--- src/rtl/apb_arbiter.sv ---
// rtl/apb_arbiter.sv - two-requester round-robin APB master arbiter with wait-state timeout
module apb_arbiter #(
  parameter int unsigned TIMEOUT = 15
) (
  input  logic       PCLK,
  input  logic       PRESET,
  input  logic       REQ0,
  input  logic       REQ1,
  input  logic [4:0] ADDR0,
  input  logic [4:0] ADDR1,
  input  logic       WRITE0,
  input  logic       WRITE1,
  input  logic [7:0] WDATA0,
  input  logic [7:0] WDATA1,
  output logic       GNT0,
  output logic       GNT1,
  output logic       DONE0,
  output logic       DONE1,
  output logic       ERR0,
  output logic       ERR1,
  output logic [7:0] RDATA0,
  output logic [7:0] RDATA1,
  output logic       PSEL,
  output logic       PENABLE,
  output logic       PWRITE,
  output logic [4:0] PADDR,
  output logic [7:0] PWDATA,
  input  logic [7:0] PRDATA,
  input  logic       PREADY
);

  typedef enum logic [1:0] {IDLE, SETUP, ACCESS} state_t;

  state_t     state, state_d;
  logic       last, last_d, owner, owner_d;
  logic [7:0] wait_cnt, wait_cnt_d;
  logic       gnt0_d, gnt1_d, done0_d, done1_d, err0_d, err1_d;
  logic [7:0] rdata0_d, rdata1_d, pwdata_d;
  logic       psel_d, penable_d, pwrite_d;
  logic [4:0] paddr_d;
  logic       any_req, winner, grant, finish, abort;
  logic [7:0] result;

  assign any_req = REQ0 | REQ1;
  assign winner  = (REQ0 & REQ1) ? ~last : REQ1;

  always_comb begin
    state_d    = state;
    last_d     = last;
    owner_d    = owner;
    wait_cnt_d = wait_cnt;
    gnt0_d     = 1'b0;
    gnt1_d     = 1'b0;
    done0_d    = 1'b0;
    done1_d    = 1'b0;
    err0_d     = ERR0;
    err1_d     = ERR1;
    rdata0_d   = RDATA0;
    rdata1_d   = RDATA1;
    psel_d     = PSEL;
    penable_d  = PENABLE;
    pwrite_d   = PWRITE;
    paddr_d    = PADDR;
    pwdata_d   = PWDATA;
    grant      = 1'b0;
    finish     = 1'b0;
    abort      = 1'b0;
    result     = 8'h00;

    case (state)
      IDLE: grant = any_req;
      SETUP: begin
        state_d    = ACCESS;
        penable_d  = 1'b1;
        wait_cnt_d = 8'h00;
      end
      ACCESS: begin
        // Completion takes priority over a timeout landing on the same cycle.
        if (PREADY) begin
          finish = 1'b1;
        end else if (TIMEOUT != 0 && ({1'b0, wait_cnt} + 9'd1) == 9'(TIMEOUT)) begin
          finish = 1'b1;
          abort  = 1'b1;
        end else begin
          wait_cnt_d = wait_cnt + 8'd1;
        end
        if (finish) begin
          result = abort ? 8'h00 : PRDATA;
          if (owner) begin
            done1_d = 1'b1;
            err1_d  = abort;
            if (abort || !PWRITE) rdata1_d = result;
          end else begin
            done0_d = 1'b1;
            err0_d  = abort;
            if (abort || !PWRITE) rdata0_d = result;
          end
          if (any_req) begin
            grant = 1'b1;
          end else begin
            state_d   = IDLE;
            psel_d    = 1'b0;
            penable_d = 1'b0;
          end
        end
      end
      default: state_d = IDLE;
    endcase

    if (grant) begin
      state_d   = SETUP;
      last_d    = winner;
      owner_d   = winner;
      psel_d    = 1'b1;
      penable_d = 1'b0;
      gnt0_d    = ~winner;
      gnt1_d    = winner;
      paddr_d   = winner ? ADDR1  : ADDR0;
      pwrite_d  = winner ? WRITE1 : WRITE0;
      pwdata_d  = winner ? WDATA1 : WDATA0;
    end
  end

  always_ff @(posedge PCLK or posedge PRESET) begin
    if (PRESET) begin
      state    <= IDLE;
      last     <= 1'b1;
      owner    <= 1'b0;
      wait_cnt <= 8'h00;
      GNT0     <= 1'b0;
      GNT1     <= 1'b0;
      DONE0    <= 1'b0;
      DONE1    <= 1'b0;
      ERR0     <= 1'b0;
      ERR1     <= 1'b0;
      RDATA0   <= 8'h00;
      RDATA1   <= 8'h00;
      PSEL     <= 1'b0;
      PENABLE  <= 1'b0;
      PWRITE   <= 1'b0;
      PADDR    <= 5'h00;
      PWDATA   <= 8'h00;
    end else begin
      state    <= state_d;
      last     <= last_d;
      owner    <= owner_d;
      wait_cnt <= wait_cnt_d;
      GNT0     <= gnt0_d;
      GNT1     <= gnt1_d;
      DONE0    <= done0_d;
      DONE1    <= done1_d;
      ERR0     <= err0_d;
      ERR1     <= err1_d;
      RDATA0   <= rdata0_d;
      RDATA1   <= rdata1_d;
      PSEL     <= psel_d;
      PENABLE  <= penable_d;
      PWRITE   <= pwrite_d;
      PADDR    <= paddr_d;
      PWDATA   <= pwdata_d;
    end
  end

endmodule

--- config.mk ---
export PLATFORM = sky130hd
export DESIGN_NAME = apb_arbiter
export DESIGN_NICKNAME = d
export VERILOG_FILES = /design/src/rtl/apb_arbiter.sv
export SDC_FILE = /design/constraint.sdc
export NUM_CORES = 1
export LEC_CHECK = 0
export BUFFER_PORTS_ARGS = -buffer_cell sky130_fd_sc_hd__buf_2
export CORE_UTILIZATION = 54
export CTS_CLUSTER_SIZE = 20
export DETAILED_ROUTE_END_ITERATION = 8
export GPL_TIMING_DRIVEN = 0
export PLACE_DENSITY_LB_ADDON = 0.2
export SYNTH_ARGS = -nofsm -noshare
export SYNTH_HDL_FRONTEND = slang
export SYNTH_SLANG_ARGS = --single-unit
--- constraint.sdc ---
create_clock -name PCLK -period 7.4 [get_ports PCLK]
set_clock_uncertainty 0.05 [all_clocks]
set_input_delay 0.37 -clock PCLK [delete_from_list [all_inputs] [get_ports PCLK]]
set_output_delay 0.37 -clock PCLK [all_outputs]
set_load 0.03 [all_outputs]
==> results of run 1 <==
==> area by class of cell <==
| cell class | count | area (µm²) |
|---|---|---|
| Multi-Input combinational cell | 145 | 1100 |
| Inverter | 7 | 26.3 |
| Clock inverter | 1 | 7.51 |
| Sequential cell | 50 | 1250 |
| Clock buffer | 7 | 76.3 |
| Timing Repair Buffer | 79 | 410 |
| Buffer | 12 | 52.6 |
| Tap cell | 52 | 65.1 |
| Fill cell | 344 | 1340 |
==> kinds of logic (layout without fill, tap and decap cells) <==
family                     count (synthesis)  after routing  synth area share
buffers and inverters                     19            106            0.0325
and+or+nand+nor                           53             53             0.112
muxes                                     31             31             0.143
DFF                                       50             50             0.516
adders and majority gates                  2              2            0.0103
AOI/OAI and AO/OA                         59             59             0.186
==> state kept, by name, summed over array words and instances (netlist names) <==
| register | flops |
|---|---|
| PWDATA | 8 |
| ERR0 | 1 |
| state | 2 |
| PADDR | 5 |
| GNT1 | 1 |
| RDATA0 | 8 |
| last | 1 |
| PENABLE | 1 |
| GNT0 | 1 |
| DONE0 | 1 |
| RDATA1 | 8 |
| ERR1 | 1 |
| owner | 1 |
| DONE1 | 1 |
| PWRITE | 1 |
| wait_cnt | 8 |
| PSEL | 1 |
==> synth_stat cells (2+ instances only) <==
library cell	number
o21ai_0	7
o21a_1	2
mux2_1	7
dfrtp_1	49
nor2_1	5
o2bb2ai_1	7
nor2b_1	4
nand4_1	2
nor3_1	3
nand2b_1	4
nand3_1	11
nor4_1	4
inv_1	7
a22o_1	9
ha_1	2
a21oi_1	8
clkbuf_1	11
nand2_1	13
o211ai_1	8
a22oi_1	8
mux2_2	23
==> through the flow <==
step,setup WS [ns],std cells,utilization,instance area [µm²],total power [mW]
finish,4.50,353,0.691,2990,1.20
CTS,4.51,353,0.691,2990,1.21
global route,4.29,353,0.691,2990,1.28
floorplan,4.95,214,-,2430,0.879
detailed placement,4.55,345,0.671,2900,1.05
global placement,4.58,344,0.667,2880,1.03
==> power by group <==
group | internal (mW) | total (mW) | switching, mW
Combinational | 0.212 | 0.587 | 0.375
Sequential | 0.385 | 0.460 | 0.0746
Clock | 0.0671 | 0.157 | 0.0897
==> metal layers <==
layer / vias to the layer above / part of all wire
met4: 0 / 0.011
li1: 967 / -
met3: 5 / 0.054
met5: - / 0
met2: 68 / 0.47
met1: 952 / 0.46
==> worst register-to-register path, cell delays in order, from the launching register on <==
cell	delay, ns
dfrtp_1	0.39
clkbuf_1	0.19
inv_1	0.12
ha_1	0.15
nand2b_1	0.05
nor4_1	0.38
o21ai_2	0.22
a311oi_4	0.66
buf_6	0.24
mux2_1	0.34
==> path summary, 6_finish.rpt <==
| check | start | end | slack, ns | depth (start not counted) |
|---|---|---|---|---|
| max | wait_cnt[0] | PADDR[3] | 4.50 | 9 |
| min reg2reg | PADDR[1] | PADDR[1] | 0.44 | 1 |
| max reg2reg | wait_cnt[0] | PADDR[3] | 4.50 | 9 |
| min | PRESET | PWDATA[7] | -0.004 | 2 |
| min in group PCLK | PRDATA[0] | RDATA0[0] | 0.25 | 2 |
| max in group asynchronous | PRESET | RDATA0[7] | 6.80 | 3 |
==> results.toml, run 1 <==
[synth]
synth_area_leaders = "dfrtp_1 51%, mux2_2 11%, a22o_1 3.2%"
syn_avg_cell_area_um2 = 11.3
synth_cell_types = 41
synth_edf_count = 0
synth-seq-cells = 50
ys.flop_type = "dfrtp_1"
synthArstFlopShare = 1.00
syn_area_mm2 = 0.00243
yosysWarnings = 0
yosysSeqAreaShare = 0.516
synthCells = 214
yosysTopAreaCell = "dfrtp_1"
synth_top_area_frac = 0.505
synth_nets = 257

[cts]
path_clk_slew_ns = 0.09
cts_tree = "done"
cts_hold_buf = 0
clk_latency_ns = 0.30
cts-root-buf = "clkbuf_8"
clock_sink_count = 50
cts_buffers = 5
postCtsSetupBuffers = 0
postCtsResizedCells = 0
clockBufferDepth = 2
htreeDepth = 2

[status]
status = "finished with violations"
violations = "negative hold slack"

[grt]
overflow = 0
antenna_found_initial = 0
grt_use_met3 = 0.0614
grt_max_degree = 33
grt_use_total = 0.236
grt_util_met2 = 0.361
met1_usage = 0.336
grt_pass1_vias = 1893
grt_busiest_layer = "met2"
grt_first_pass_wirelength_um = 8960

[setup_path]
critPathKind = "flop to flop"
slowest_stage = "a311oi_4"
cp.required_ns = 7.54
cp_top_family = "compound AO/OA/AOI/OAI gates"
slowest_delay_ns = 0.66
path_max_fanout = 10
crit_path_cell_trace = "clkbuf_1 -> inv_1 -> ha_1 -> nand2b_1 -> nor4_1 -> o21ai_2 -> a311oi_4 -> buf_6 -> mux2_1"
worst_setup_path_start_kind = "flop"
path_buf_inv = 3
cp_data_arrival_time_ns = 3.04
endpoint_kind = "flop"

[pwr]
ir_drop_v = 0.000249
power.density_mw_per_mm2 = 403
p_leak_nw = 1.37

[cells_and_area]
area_growth_pct = 23.0
final_common_cell = "buf_2"
finalNetCount = 343
diodes = 0
drive_above_1_share = 0.382
final_cell_mix = "78 x buf_2, 49 x dfrtp_1, 23 x mux2_2"

[drt]
drtIter0Drc = 177
ant_nets = 0
firstDrtPassIters = 5
totalWireLength_um = 5300
routed_via_density = 5.64
drc_errors = 0
routed_wire_length_per_instance_um = 15.0
via_count = 1992

[floorplan]
start_util = 0.561
num_rows = 24
io_pins = 79
core_area_mm2 = 0.00432
die_area_mm2 = 0.00477
die_y_um = 69.0
die_w_um = 69.0

[place]
numPortBuffers = 78
hpwl_um = 3840
routabilityCongestion = 0.882

[timing]
slew_headroom = 0.258
layout_min_cycle_time_ns = 2.90
post-route-period-util = 0.392
final.hold.worst_slack_ns = -0.00424
timing_hold_violations_final = 11
final.setup.tns_ns = 0
maxSlewViolCount = 0
fmax_ghz = 0.345
worst_pin_slew_ns = 1.10
rsz0062_at_grt = "no"
setup_viol = 0

[worst_hold_path]
hp-class = "input pin to asynchronous set/reset pin"

[run]
max_cap_viol_count = 0
No activity file was read; power rests on OpenSTA's default activity.
==> run 2: changes to the inputs <==
- CORE_UTILIZATION: 54 -> 50
- clock period: 7.4 -> 3 ns (I/O delays scaled with it)
==> results.toml, run 2 (same netlist as run 1, synthesis figures left out) <==
[status]
status = "finished, final reports clean"

[floorplan]
start_util = 0.539
io_pins = 79
die_area_mm2 = 0.00514
core_area_mm2 = 0.00450
num_rows = 24
die_w_um = 71.7
die_y_um = 71.7

[setup_path]
slowest_stage = "dfrtp_1"
cp_top_family = "buffers and inverters"
path_buf_inv = 4
worst_setup_path_start_kind = "flop"
cp_data_arrival_time_ns = 2.77
crit_path_start = "wait_cnt[0]"
path_max_fanout = 8
slowest_delay_ns = 0.39
critPathKind = "flop to flop"
endpoint_kind = "flop"
r2r_slack_ns = 0.37
critPathMostFrequentCell = "buf_4"
crit_path_cell_trace = "clkbuf_1 -> inv_1 -> ha_1 -> nand2b_1 -> nor4_1 -> o21ai_2 -> a311oi_4 -> buf_4 -> buf_4 -> mux2_2"
crit-reg2reg-launch = "wait_cnt[0]"
cp.depth = 10
rr_worst_depth = 10
cp.required_ns = 3.14

[place]
routabilityCongestion = 0.892
hpwl_um = 3920
dp_slack_ns = 0.148
numPortBuffers = 78

[grt]
overflow = 0
grt_busiest_layer = "met2"
grt_use_total = 0.225
grt_use_met3 = 0.0563
grt_max_degree = 27
grt_util_met2 = 0.352
met1_usage = 0.308
grt_pass1_vias = 1950
grt_first_pass_wirelength_um = 8970
antenna_found_initial = 0

[cts]
cts_tree = "done"
cts-root-buf = "clkbuf_8"
clock_sink_count = 50
path_clk_slew_ns = 0.08
clockBufferDepth = 2
clk_latency_ns = 0.30
cts_buffers = 5
postCtsResizedCells = 0
htreeDepth = 2

[timing]
post-route-period-util = 0.877
layout_setup_ws_ns = 0.370
slew_headroom = 0.190
final.setup.tns_ns = 0
final.hold.worst_slack_ns = 0.0400
setup_viol = 0
maxSlewViolCount = 0
timing_hold_violations_final = 0
fmax_ghz = 0.380
rsz0062_at_grt = "no"
layout_min_cycle_time_ns = 2.63
worst_pin_slew_ns = 1.20

[pwr]
ir_drop_v = 0.000624
p_total_mw = 2.99
power.density_mw_per_mm2 = 990
p_leak_nw = 1.39

[drt]
via_count = 2051
drtIter0Drc = 144
firstDrtPassIters = 4
totalWireLength_um = 5390
routed_wire_length_per_instance_um = 15.1
drc_errors = 0
routed_via_density = 5.75
ant_nets = 0

[cells_and_area]
final_cell_mix = "78 x buf_2, 49 x dfrtp_1, 23 x mux2_2"
area_growth_pct = 24.4
drive_above_1_share = 0.387
diodes = 0
final_util = 0.670
finalNetCount = 347
final_common_cell = "buf_2"

[worst_hold_path]
hp-class = "input pin to flop"
worstHoldPathCells = 2
hp-start = "PRDATA[5]"

[run]
max_cap_viol_count = 0
==> run 2: changes by cell type in the layout (fill, tap and decap cells not counted) <==
| cell | before | now |
|---|---|---|
| buf_4 | 0 | 3 |
| dlygate4sd3_1 | 0 | 1 |
==> run 2: cell type report <==
| class | instances | area, µm² |
|---|---|---|
| plain buffers | 12 | 52.6 |
| clock buffers | 7 | 76.3 |
| clock inverters | 1 | 7.51 |
| fillers | 357 | 1490 |
| inverters | 7 | 26.3 |
| multi-input cells | 145 | 1100 |
| flip-flops and latches | 50 | 1250 |
| well taps | 52 | 65.1 |
| repair buffers | 83 | 443 |
==> run 2: power by group <==
group / switching (mW) / internal (mW)
logic: 0.935 / 0.541
clock network: 0.213 / 0.165
registers: 0.186 / 0.950
==> run 2: layer usage <==
| layer | routed length, µm | share of wire |
|---|---|---|
| met1 | 2460 | 0.46 |
| met5 | 0 | 0 |
| met3 | 309 | 0.057 |
| met4 | 95 | 0.018 |
| met2 | 2530 | 0.47 |
==> run 2: what timing repair did <==
| action | CTS | global route |
|---|---|---|
| hold buffers | 1 | 0 |
| buffers inserted | 0 | 3 |
| setup endpoints to repair | 0 | 16 |
| endpoints found under the hold margin | 24 | 0 |
==> run 2: worst paths after layout <==
path / to
min reg2reg: PADDR[3]
max in group asynchronous: wait_cnt[3]
min: RDATA0[5]
min in group asynchronous: PWDATA[3]
max: PWDATA[1]
max reg2reg: PWDATA[1]
==> run 2: worst reg2reg max path, cell delays in order (launching register included) <==
cell,delay (ns)
dfrtp_1,0.39
clkbuf_1,0.19
inv_1,0.13
ha_1,0.15
nand2b_1,0.06
nor4_1,0.38
o21ai_2,0.22
a311oi_4,0.29
buf_4,0.20
buf_4,0.15
mux2_2,0.33
==> run 2: metrics by stage <==
stage	cell area, µm²	instances
4_1_cts	3000	354
6_report	3020	357
3_3_place_gp	2880	344
3_5_place_dp	2900	345
2_1_floorplan	2430	214
5_1_grt	3020	357
==> run 3: changes to the inputs <==
- CORE_UTILIZATION: 50 -> 35
==> results.toml, run 3 (same netlist as run 1, synthesis figures left out) <==
[status]
status = "finished, final reports clean"

[setup_path]
timing.rr.end = "PADDR[4]"
endpoint_kind = "flop"
path_max_fanout = 8
critPathKind = "flop to flop"
crit-reg2reg-launch = "wait_cnt[0]"
r2r_slack_ns = 0.39
rr_worst_depth = 9
cp.required_ns = 3.14
cp_data_arrival_time_ns = 2.75
worst_setup_path_start_kind = "flop"

[grt]
grt_pass1_vias = 1902
grt_use_total = 0.158
grt_max_degree = 27
grt_first_pass_wirelength_um = 9090
antenna_found_initial = 0
overflow = 0

[drt]
drtIter0Drc = 116
via_count = 1940
drc_errors = 0
routed_via_density = 5.09
totalWireLength_um = 5370
routed_wire_length_per_instance_um = 14.1
ant_nets = 0
firstDrtPassIters = 4

[cts]
clock_sink_count = 50
clockBufferDepth = 2
postCtsResizedCells = 0
cts-root-buf = "clkbuf_8"
cts_buffers = 5
clk_latency_ns = 0.30
cts_tree = "done"
path_clk_slew_ns = 0.10
htreeDepth = 2

[cells_and_area]
finalNetCount = 346
drive_above_1_share = 0.391
final_common_cell = "buf_2"
fin_area_mm2 = 0.00308
final_cell_mix = "78 x buf_2, 49 x dfrtp_1, 23 x mux2_2"
diodes = 0
area_growth_pct = 26.9

[worst_hold_path]
hp-start = "PRDATA[3]"
worstHoldPathCells = 2
hp-class = "input pin to flop"
whs_endpoint = "RDATA0[3]"

[pwr]
p_seq_frac = 0.366
netSwitchingFraction = 0.431
p_clk_frac = 0.163
p_switching_mw = 1.33
p_comb_frac = 0.471
ir_drop_v = 0.000503
p_leak_nw = 1.40
intPower_mw = 1.76
power.density_mw_per_mm2 = 1000

[place]
numPortBuffers = 78
routabilityCongestion = 0.780
post_dp_cell_area_mm2 = 0.00293
hpwl_um = 3920
dp_slack_ns = 0.126

[timing]
fmax_ghz = 0.383
final.setup.tns_ns = 0
maxSlewViolCount = 0
post-route-period-util = 0.871
timing_hold_violations_final = 0
worst_pin_slew_ns = 1.17
setup_viol = 0
layout_min_cycle_time_ns = 2.61
rsz0062_at_grt = "no"
slew_headroom = 0.214
layout_setup_ws_ns = 0.388

[floorplan]
num_rows = 29
core_area_mm2 = 0.00653
die_y_um = 85.3
die_area_mm2 = 0.00727
die_w_um = 85.3
io_pins = 79
start_util = 0.372

[run]
max_cap_viol_count = 0
==> run 3: worst max-delay path by stage <==
stage,from,to,cells past startpoint
detailed placement,wait_cnt[0],owner,9
CTS,wait_cnt[0],owner,9
global route,wait_cnt[0],RDATA1[7],9
floorplan,wait_cnt[0],owner,9
global placement,wait_cnt[0],PWDATA[0],9
finish,wait_cnt[0],PADDR[4],9
==> run 3: final cells by class <==
type                            count  area [µm²]
Fill cell                         608        3450
Sequential cell                    50        1250
Multi-Input combinational cell    145        1100
Timing Repair Buffer               82         435
Tap cell                           77        96.3
Clock buffer                        6        82.6
Buffer                             12        52.6
Clock inverter                      2        38.8
Inverter                            7        26.3
==> run 3: critical path, stage by stage, from the launching register on <==
cell	delay (ns)
dfrtp_1	0.40
clkbuf_1	0.18
inv_1	0.12
ha_1	0.15
nand2b_1	0.05
nor4_1	0.37
o21ai_2	0.22
a311oi_4	0.38
buf_4	0.24
mux2_2	0.34
==> run 3: what timing repair did <==
action,CTS,global route
hold buffers,1,0
setup endpoints to repair,0,7
hold endpoints to repair,24,0
buffers inserted,0,2
==> run 3: metrics by stage <==
stage | instances | hold slack [ns] | total power [mW] | util
6_report | 381 | 0.0312 | 3.09 | 0.472
5_1_grt | 381 | 0.0255 | 3.28 | 0.472
4_1_cts | 379 | 0.0254 | 3.10 | 0.469
3_5_place_dp | 370 | 0.182 | 2.59 | 0.449
3_3_place_gp | 369 | 0.345 | 2.57 | 0.446
2_1_floorplan | 214 | 0.240 | 2.17 | -
==> run 3: layer usage <==
layer  GRT usage  wire (µm)  vias to the layer above
li1            -          -                      972
met1       0.222       2680                      887
met2       0.239       2250                       77
met3      0.0438        397                        4
met4      0.0439         38                        0
met5           0          0                        -
==> run 3: power by group through the flow <==
stage	Sequential [mW]	Clock (mW)	Combinational [mW]
after floorplan	1.58	0	0.588
after global placement	1.13	0	1.44
after detailed placement	1.14	0	1.45
after CTS	1.13	0.519	1.45
after global routing	1.17	0.548	1.56
final	1.13	0.504	1.45
